--- src/rtl/mmio_periph.sv ---
`timescale 1ns/1ps
// Memory-mapped peripheral window for the multicycle MIPS SoC: debounced switches, LED
// register, multiplexed hex 7-segment display and an auto-reload 32-bit timer with interrupt.
module mmio_periph #(
  parameter logic [31:0] BASE_ADDR  = 32'h4000_0000,
  parameter int          SW_WIDTH   = 8,
  parameter int          LED_WIDTH  = 8,
  parameter int          NUM_DIGITS = 4,
  parameter int          SCAN_DIV   = 50000,
  parameter int          DEBOUNCE   = 1000
) (
  input  logic                  iClk,
  input  logic                  iRst_n,
  input  logic                  iRd,
  input  logic                  iWr,
  input  logic [31:0]           iAddr,
  input  logic [31:0]           iWrData,
  output logic [31:0]           oRdData,
  output logic                  oAccessable,
  input  logic [SW_WIDTH-1:0]   iSwitch,
  output logic [LED_WIDTH-1:0]  oLED,
  output logic [NUM_DIGITS-1:0] oDigiAn,
  output logic [7:0]            oDigiSeg,
  output logic                  oIrq
);

  localparam int SCAN_W = (SCAN_DIV > 1) ? $clog2(SCAN_DIV) : 1;
  localparam int IDX_W  = (NUM_DIGITS > 1) ? $clog2(NUM_DIGITS) : 1;
  localparam int DEB_W  = $clog2(DEBOUNCE + 1);

  localparam logic [SCAN_W-1:0] SCAN_LAST = SCAN_W'(SCAN_DIV - 1);
  localparam logic [IDX_W-1:0]  IDX_LAST  = IDX_W'(NUM_DIGITS - 1);
  localparam logic [DEB_W-1:0]  DEB_MAX   = DEB_W'(DEBOUNCE);

  localparam logic [2:0] REG_TH   = 3'd0;
  localparam logic [2:0] REG_TL   = 3'd1;
  localparam logic [2:0] REG_TCON = 3'd2;
  localparam logic [2:0] REG_LED  = 3'd3;
  localparam logic [2:0] REG_SW   = 3'd4;
  localparam logic [2:0] REG_DIGI = 3'd5;
  localparam logic [2:0] REG_DP   = 3'd6;

  logic [31:0]             th, tl;
  logic                    tcEn, irqEn, status;
  logic [LED_WIDTH-1:0]    led;
  logic [4*NUM_DIGITS-1:0] digi;
  logic [NUM_DIGITS-1:0]   dpMask;
  logic [SW_WIDTH-1:0]     sync1, sync2, cand, swReg;
  logic [DEB_W-1:0]        debCnt;
  logic [SCAN_W-1:0]       presc;
  logic [IDX_W-1:0]        digIdx;

  logic [2:0] regSel;
  logic       wrEn, overflow, dpBit, addrLsbUnused;
  logic [3:0] nibble;

  assign oAccessable   = (iAddr[31:5] == BASE_ADDR[31:5]);
  assign regSel        = iAddr[4:2];
  assign wrEn          = iWr & oAccessable;
  assign overflow      = tcEn & (tl == 32'hFFFF_FFFF);
  assign addrLsbUnused = ^iAddr[1:0];

  function automatic logic [6:0] hex7seg(input logic [3:0] v);
    case (v)
      4'h0: hex7seg = 7'h3F;  4'h1: hex7seg = 7'h06;
      4'h2: hex7seg = 7'h5B;  4'h3: hex7seg = 7'h4F;
      4'h4: hex7seg = 7'h66;  4'h5: hex7seg = 7'h6D;
      4'h6: hex7seg = 7'h7D;  4'h7: hex7seg = 7'h07;
      4'h8: hex7seg = 7'h7F;  4'h9: hex7seg = 7'h6F;
      4'hA: hex7seg = 7'h77;  4'hB: hex7seg = 7'h7C;
      4'hC: hex7seg = 7'h39;  4'hD: hex7seg = 7'h5E;
      4'hE: hex7seg = 7'h79;  default: hex7seg = 7'h71;
    endcase
  endfunction

  // NOTE: state uses non-blocking assignments so every flop sees pre-edge values.
  always_ff @(posedge iClk or negedge iRst_n) begin
    if (!iRst_n) begin
      th     <= '0;
      tl     <= '0;
      tcEn   <= 1'b0;
      irqEn  <= 1'b0;
      status <= 1'b0;
    end else begin
      if (wrEn && regSel == REG_TH) th <= iWrData;
      if (wrEn && regSel == REG_TL) tl <= iWrData;
      else if (tcEn)                tl <= overflow ? th : tl + 32'd1;
      if (wrEn && regSel == REG_TCON) begin
        tcEn  <= iWrData[0];
        irqEn <= iWrData[1];
      end
      // A hardware overflow outranks a software clear landing on the same edge.
      if (overflow)                                          status <= 1'b1;
      else if (wrEn && regSel == REG_TCON && !iWrData[2])    status <= 1'b0;
    end
  end

  always_ff @(posedge iClk or negedge iRst_n) begin
    if (!iRst_n) begin
      led    <= '0;
      digi   <= '0;
      dpMask <= '0;
    end else if (wrEn) begin
      case (regSel)
        REG_LED:  led    <= iWrData[LED_WIDTH-1:0];
        REG_DIGI: digi   <= iWrData[4*NUM_DIGITS-1:0];
        REG_DP:   dpMask <= iWrData[NUM_DIGITS-1:0];
        default:  ;
      endcase
    end
  end

  // debCnt counts consecutive clocks the synchronised value has matched cand.
  always_ff @(posedge iClk or negedge iRst_n) begin
    if (!iRst_n) begin
      sync1  <= '0;
      sync2  <= '0;
      cand   <= '0;
      swReg  <= '0;
      debCnt <= '0;
    end else begin
      sync1 <= iSwitch;
      sync2 <= sync1;
      if (sync2 != cand) begin
        cand   <= sync2;
        debCnt <= DEB_W'(1);
        if (DEBOUNCE == 1) swReg <= sync2;
      end else if (debCnt != DEB_MAX) begin
        debCnt <= debCnt + DEB_W'(1);
        if (debCnt == DEB_MAX - DEB_W'(1)) swReg <= cand;
      end
    end
  end

  always_ff @(posedge iClk or negedge iRst_n) begin
    if (!iRst_n) begin
      presc  <= '0;
      digIdx <= '0;
    end else if (presc == SCAN_LAST) begin
      presc  <= '0;
      digIdx <= (digIdx == IDX_LAST) ? '0 : digIdx + IDX_W'(1);
    end else begin
      presc <= presc + SCAN_W'(1);
    end
  end

  // NOTE: the default assignment first keeps this block free of inferred latches.
  always_comb begin
    oRdData = '0;
    if (iRd && oAccessable) begin
      case (regSel)
        REG_TH:   oRdData = th;
        REG_TL:   oRdData = tl;
        REG_TCON: oRdData = {29'b0, status, irqEn, tcEn};
        REG_LED:  oRdData = 32'(led);
        REG_SW:   oRdData = 32'(swReg);
        REG_DIGI: oRdData = 32'(digi);
        REG_DP:   oRdData = 32'(dpMask);
        default:  oRdData = '0;
      endcase
    end
  end

  assign nibble   = 4'(digi >> {digIdx, 2'b00});
  assign dpBit    = 1'(dpMask >> digIdx);
  assign oDigiAn  = ~(NUM_DIGITS'(1) << digIdx);
  assign oDigiSeg = ~{dpBit, hex7seg(nibble)};
  assign oLED     = led;
  assign oIrq     = status & irqEn;

endmodule

--- config.mk ---
export PLATFORM = sky130hd
export DESIGN_NAME = mmio_periph
export DESIGN_NICKNAME = d
export VERILOG_FILES = /design/src/rtl/mmio_periph.sv
export SDC_FILE = /design/constraint.sdc
export NUM_CORES = 1
export LEC_CHECK = 0
export BUFFER_PORTS_ARGS = -buffer_cell sky130_fd_sc_hd__buf_2
export CORE_UTILIZATION = 40
export DETAILED_ROUTE_END_ITERATION = 7
export PLACE_DENSITY = 0.71
export SLEW_MARGIN = 20
export SYNTH_ARGS = -nofsm -noshare
export SYNTH_HDL_FRONTEND = slang
export SYNTH_SLANG_ARGS = --single-unit
export TNS_END_PERCENT = 50
--- constraint.sdc ---
create_clock -name iClk -period 5.3 [get_ports iClk]
set_clock_uncertainty 0.05 [all_clocks]
set_input_delay 0.265 -clock iClk [delete_from_list [all_inputs] [get_ports iClk]]
set_output_delay 0.265 -clock iClk [all_outputs]
set_load 0.1 [all_outputs]
# Yosys cells after proc, flatten, opt, wreduce, memory -nomap -nowiden
# Memory sizes are Yosys's and may differ from the RTL's.
# Index checks and enable logic that the tools add are counted.
dict set report classes {
  shifts 3
  n_div 0
  n_eq_ne 13
  n_mul 0
  reduce_logical 14
  bitwise_logic 6
  order_cmp 0
  add_sub_neg 4
  mux 11
}
# op count
set ops {}
lappend ops {{case mux 32 bit (7 select lines)} 1}
lappend ops {{two-way mux 32 bit} 4}
lappend ops {{adder 32 x 1 -> 32 bit, second input constant} 1}
lappend ops {{equality test 32 bit, second input constant} 1}
lappend ops {{equality test 27 x 26 -> 1 bit, second input constant} 1}
lappend ops {{two-way mux 10 bit} 2}
lappend ops {{adder 16 x 1 -> 16 bit, second input constant} 1}
lappend ops {{equality test 16 bit, second input constant} 1}
lappend ops {{two-way mux 16 bit} 1}
lappend ops {{right shift 16 x 4 -> 4 bit} 1}
lappend ops {{adder 10 x 1 -> 10 bit, second input constant} 1}
lappend ops {{equality test 10 bit, second input constant} 1}
lappend ops {{!= test 10 bit, second input constant} 1}
lappend ops {{equality test 3 bit, second input constant} 3}
lappend ops {{!= test 8 bit} 1}
lappend ops {{inverter 8 bit} 1}
lappend ops {{equality test 3 x 2 -> 1 bit, second input constant} 2}
lappend ops {{AND reduction 2 bit} 3}
lappend ops {{nonzero test 2 bit} 3}
lappend ops {{logical AND 1 bit} 5}
lappend ops {{inverter 4 bit} 1}
lappend ops {{<< shifter 1 x 2 -> 4 bit, first input constant} 1}
lappend ops {{right shift 4 x 2 -> 1 bit} 1}
lappend ops {{AND 1 bit} 3}
lappend ops {{other kinds (9)} 10}
dict set report totals {
  latchBits 0
  reg_bits 155
  in_bits 76
  mem_bits_rw 0
  mem_count 1
  word_cells 67
  romBits 112
}
# name depth word_bits read_ports rd_clocked_by_memory_dff write_ports line
set memory_table {}
lappend memory_table {{(name not given)} 16 7 1 0 0 64} ;# case (v)

# Longest topological paths before layout
dict set report logic_depth {
  ltp_word 6
  mapped_depth 10
}

# Worst setup path after synthesis
# Ideal clock, no wire load.
dict set report synth_path {
  kind {register to output}
  start {reg digIdx[0]}
  end {out oDigiSeg[1]}
  arrival_time_ps 3587
  path_buffers 1
  required_time_ps 4985
  setup_slack_ps 1398
  stages_incl_launch_ff 7
  path_cell_list {dfrtp_1 -> buf_2 -> mux4_2 -> inv_1 -> ha_1 -> mux2i_1 -> o21ai_0}
}
dict set report synth_via {
  elab_chain_len 3
}
# item line
set synth_rtl {}
lappend synth_rtl {{start: declaration} 51} ;# logic [IDX_W-1:0] digIdx;
lappend synth_rtl {{start signal: assignment} 141} ;# digIdx <= (digIdx == IDX_LAST) ? '0 : digIdx + IDX_W'(1);
lappend synth_rtl {{right shift 16 x 4 -> 4 bit} 164} ;# assign nibble = 4'(digi >> {digIdx, 2'b00});
lappend synth_rtl {{memory read (16 x 7 bit)} -}
lappend synth_rtl {{inverter 8 bit} 167} ;# assign oDigiSeg = ~{dpBit, hex7seg(nibble)};
lappend synth_rtl {{end: declaration} 23} ;# output logic [7:0] oDigiSeg,
# Every way passes these cells.

# Worst setup path in the final report
dict set report layout_path {
  start {reg digIdx[0]}
  end {out oDigiSeg[3]}
}
# Same word-level chain as after synthesis.

==> impl_summary.md <==
Drt
Signal routing reaches up to met5. The number of detailed-route iterations in the first pass is 5. After detailed routing, the average wire length per cell comes to 18.6 µm. The number of vias per cell after detailed routing is 5.70. The routed length on met2 is about 11000 µm. The routed length on met1 is 9830 µm. In the routed design, unresolved DRC markers number 0.

For this block, the routed nets add up to around 23000 µm of wire. The DRC violation total after the first TritonRoute iteration is between 500 and 600. The amount of wire on met3 after detailed routing is roughly 1500 µm. The number of nets with antenna violations after detailed routing is 0. The total vias in the final route is about 7.0k.

Timing
For the pin with the worst max-slew slack, the measured transition is approximately 930 ps. The number of slew-limit violations in the final report is 0. The routed design could run at a clock period as short as between 3000 and 4000 ps. Setup repair after global routing left no endpoint under its margin. After routing, the total negative slack on setup checks comes to 0 ps. Of the available clock period, the critical path in the final layout requires 61.7%.

The maximum frequency from static timing analysis is ~0.3 GHz. The final count of hold timing violations was 0. Measured against its own limit, the worst slew margin works out to 38.0%. Setup violations remaining at the end of the flow were counted as 0. After layout, the worst setup slack is 2030 ps.

Yosys
The number of nets handed over by synthesis was between 900 and 1k. The number of warnings issued by yosys is 0. For this run, the register share of the synthesized area comes to ~46%. The number of different library cells used by synthesis comes to 62.

In the synthesized netlist the async set-or-reset flop fraction comes to 100%. After synthesis, the most frequently instantiated cells are sky130_fd_sc_hd__dfrtp_1, sky130_fd_sc_hd__nor2_1, sky130_fd_sc_hd__mux2_2, sky130_fd_sc_hd__clkbuf_1, sky130_fd_sc_hd__nand3_1. Yosys attributes the largest share of cell area to sky130_fd_sc_hd__dfrtp_1, sky130_fd_sc_hd__mux2_2, sky130_fd_sc_hd__nor2_1.

In this run the mean area of a mapped cell was 10.3 µm². The number of flops mapped to enable cells by yosys is 0. The cell count after synthesis came out at 823. The most instantiated flip-flop cell in the synthesis netlist is sky130_fd_sc_hd__dfrtp_1. The most area-hungry cell type in the Yosys netlist is sky130_fd_sc_hd__dfrtp_1. Among all cell types in the netlist, the one instantiated most often is sky130_fd_sc_hd__dfrtp_1.

The cell area that synthesis handed to floorplanning was roughly 8500 µm². The proportion of netlist area held by the largest area contributor is a little under half. Counting flops and latches in the post-synthesis netlist gives between 150 and 200.

Cells and area
Once layout is complete, the utilization of the core stands at between 40 and 50%. The finished cells cover 10100 µm². The area overhead of the layout relative to synthesis is 18.8%.

The fraction of layout instances using a drive strength above 1 is 28.8%. The number of filler instances in the final layout is around 1.9k. The number of nets at the end of the flow is ~1.0k.

Worst hold path
The worst hold path terminates at tl[20]$_DFFE_PN0P_. Counting instances, the worst hold path has a depth of 3. The beginning of the worst hold path is iWrData[20]. The path class of the tightest hold or removal check is input pin to register.

Die
The initial utilization of the core area, before any placement, comes to between 40% and 50%. The placeable core area is just over 20000 µm². Measured along the y axis, the die boundary spans between 100 and 150 µm. In this run the count of I/O pins placed on the die edge is 130. The die area is approximately 22000 µm². The number of rows in the core area is 52. The die is approximately 150 µm wide.

Power and ir drop
VDD sags by at most about 200 µV. The power density relative to cell area is 264 nW/µm². The switching share of power is approximately 21%. Per report_power, the clock group accounts for between 50 and 60% of the total. For this design the total switching power over the nets is 570 µW. Of the total power, combinational logic draws under 10%.

The internal portion of the total power is between 2000 and 2500 µW. In this run the static leakage power is about 0.0046 µW. The relative contribution of sequential cells to total power is a little under half.

GRT
The number of global-route vias before repair was between 6k and 7k. The wire length of the first global-routing pass is ~36000 µm. The initial antenna violation count is 4.

The total congestion overflow is 0. The pin count of the biggest net entering global routing is 60. For this run, the total global-route usage over all layers was measured as 21.5%.

Placed design
The count of input and output buffers is between 100 and 150. The post-place instance area is approximately 9300 µm². At the end of routability-driven placement, the weighted congestion stood at 0.846.

The HPWL reported at the end of detailed placement is between 15000 and 20000 µm. The placement-stage worst setup slack is between 2000 and 2500 ps.

Clock network
The H-tree generated during clock tree synthesis spans 4 levels. Hold repair after CTS inserted 9 buffers. The CTS buffer count is 17.

The clock tree root buffer cell is sky130_fd_sc_hd__clkbuf_16. The number of buffers added for setup after CTS is 0. TritonCTS built the clock tree.

The clock net sink count is roughly 160. The number of instances resized during post-cts repair is 0. The maximum clock path buffer count is 2. The clock-pin slew reported for the worst setup and hold paths after clock tree synthesis is around 60 ps. The clock latency on the worst-skew pair is 420 ps.

Critical path
The worst setup path is of the register to output port kind. The start of the worst register-to-register path is tl[0]$_DFFE_PN0P_. The worst endpoint data arrival time is between 2000 and 3000 ps. The critical path's slowest cell is sky130_fd_sc_hd__dfrtp_1. For the worst flop-to-flop path, the logic depth is 6. The setup check on the worst reg-to-reg path leaves a slack of between 2000 and 2500 ps. The end of the worst register-to-register path is tl[27]$_DFFE_PN0P_. In this run the worst path has a maximum fanout of 10. Traced cell by cell, the critical path runs through mux4_2, inv_1, ha_1, inv_1, mux4_2, buf_2.

The largest stage delay on the critical path is between 700 and 800 ps. The kind of start point of the critical path is a register. The worst setup path is captured at an output port. The worst endpoint required time is approximately 5000 ps.

Flow run
Across the run, the number of max-cap violations was 0.

Outcome
The run finished with clean final reports.
-- worst max path at each step --
stage                  endpoint  cells past startpoint                  start  slack (ps)
global route        oDigiSeg[3]                      6  digIdx[0]$_DFFE_PN0N_        1930
detailed placement   oRdData[8]                      7              iAddr[21]        2190
CTS                 oDigiSeg[3]                      6  digIdx[0]$_DFFE_PN0N_        2030
floorplan           oDigiSeg[1]                      6  digIdx[0]$_DFFE_PN0N_        1400
global placement     oRdData[8]                      7              iAddr[12]        2190
finish              oDigiSeg[3]                      6  digIdx[0]$_DFFE_PN0N_        2030
-- cell families after synthesis --
group                      share of synthesized area [%]
AOI/OAI and AO/OA                                   12.0
xor gates and xnor gates                            4.55
adders and majority gates                           2.07
buffers and inverters                               3.68
DFF                                                 45.8
muxes                                               15.5
and+or+nand+nor                                     16.5
-- power groups by stage --
stage	clock network [µW]	registers [µW]	logic, µW
2_1_floorplan	0	1220	34.3
3_3_place_gp	0	1220	104
3_5_place_dp	0	1220	104
4_1_cts	1360	1200	109
5_1_grt	1430	1200	119
6_report	1350	1200	108
-- layer usage --
| layer | vias to the layer above | GRT usage [%] |
|---|---|---|
| met2 | 275 | 34.8 |
| li1 | 3245 | - |
| met4 | 4 | 7.06 |
| met3 | 37 | 4.63 |
| met1 | 3392 | 28.6 |
| met5 | - | 0 |
-- worst max-delay path, delay by kind of cell, from the launching register on --
family,cells,cell delay (ps)
buffers and inverters,3,490
DFF,1,730
muxes,2,1140
adders and majority gates,1,170
-- placed cells by master (no fill, tap or decap), drive strengths merged, types with 3 or more instances in the layout --
cell,synthesis,final
and3,24,24
a211oi,5,5
dlygate4sd3,0,9
bufinv,0,5
o211a,5,5
nor3b,3,3
nand2b,3,3
nor3,18,18
nand3,41,41
nor4,14,14
o22ai,4,4
nand2,40,40
buf,15,140
nand4,19,19
clkinv,1,5
a21o,3,3
mux4,8,8
and4,11,11
xor2,27,27
o21ai,34,34
mux2,88,88
a31oi,8,8
clkbuf,41,19
nor2,82,82
o31ai,10,10
mux2i,11,11
and2,4,4
dfrtp,155,155
a22oi,33,33
ha,14,14
xnor2,17,17
inv,17,19
a21oi,33,33
nor2b,7,7
-- sequential cells by signal, summed over array words and instances (netlist names), 2 cells and up --
register,count
presc,16
sync2,8
cand,8
digi,16
digIdx,2
sync1,8
oLED,8
th,32
tl,32
debCnt,10
swReg,8
dpMask,4
-- through the flow --
step / power (µW) / std cells / hold WS [ps]
after detailed placement: 1320 / 1177 / 186
after floorplan: 1250 / 823 / -80.6
final: 2660 / 1220 / 22.3
after CTS: 2670 / 1218 / 11.1
after global routing: 2740 / 1219 / 17.7
after global placement: 1320 / 1177 / 184
-- final cells by class --
cell class                 count  area [µm²]  share of cell area (%)
timing repair buffer         149         830                    8.24
sequential                   155        3880                    38.5
tap                          270         338                    3.36
clock inverter                13         214                    2.13
inverter                      18        67.6                   0.671
antenna                        2        5.00                  0.0497
multi-input combinational    594        4290                    42.6
clock buffer                  19         443                    4.40
No activity file was read; power rests on OpenSTA's default activity.
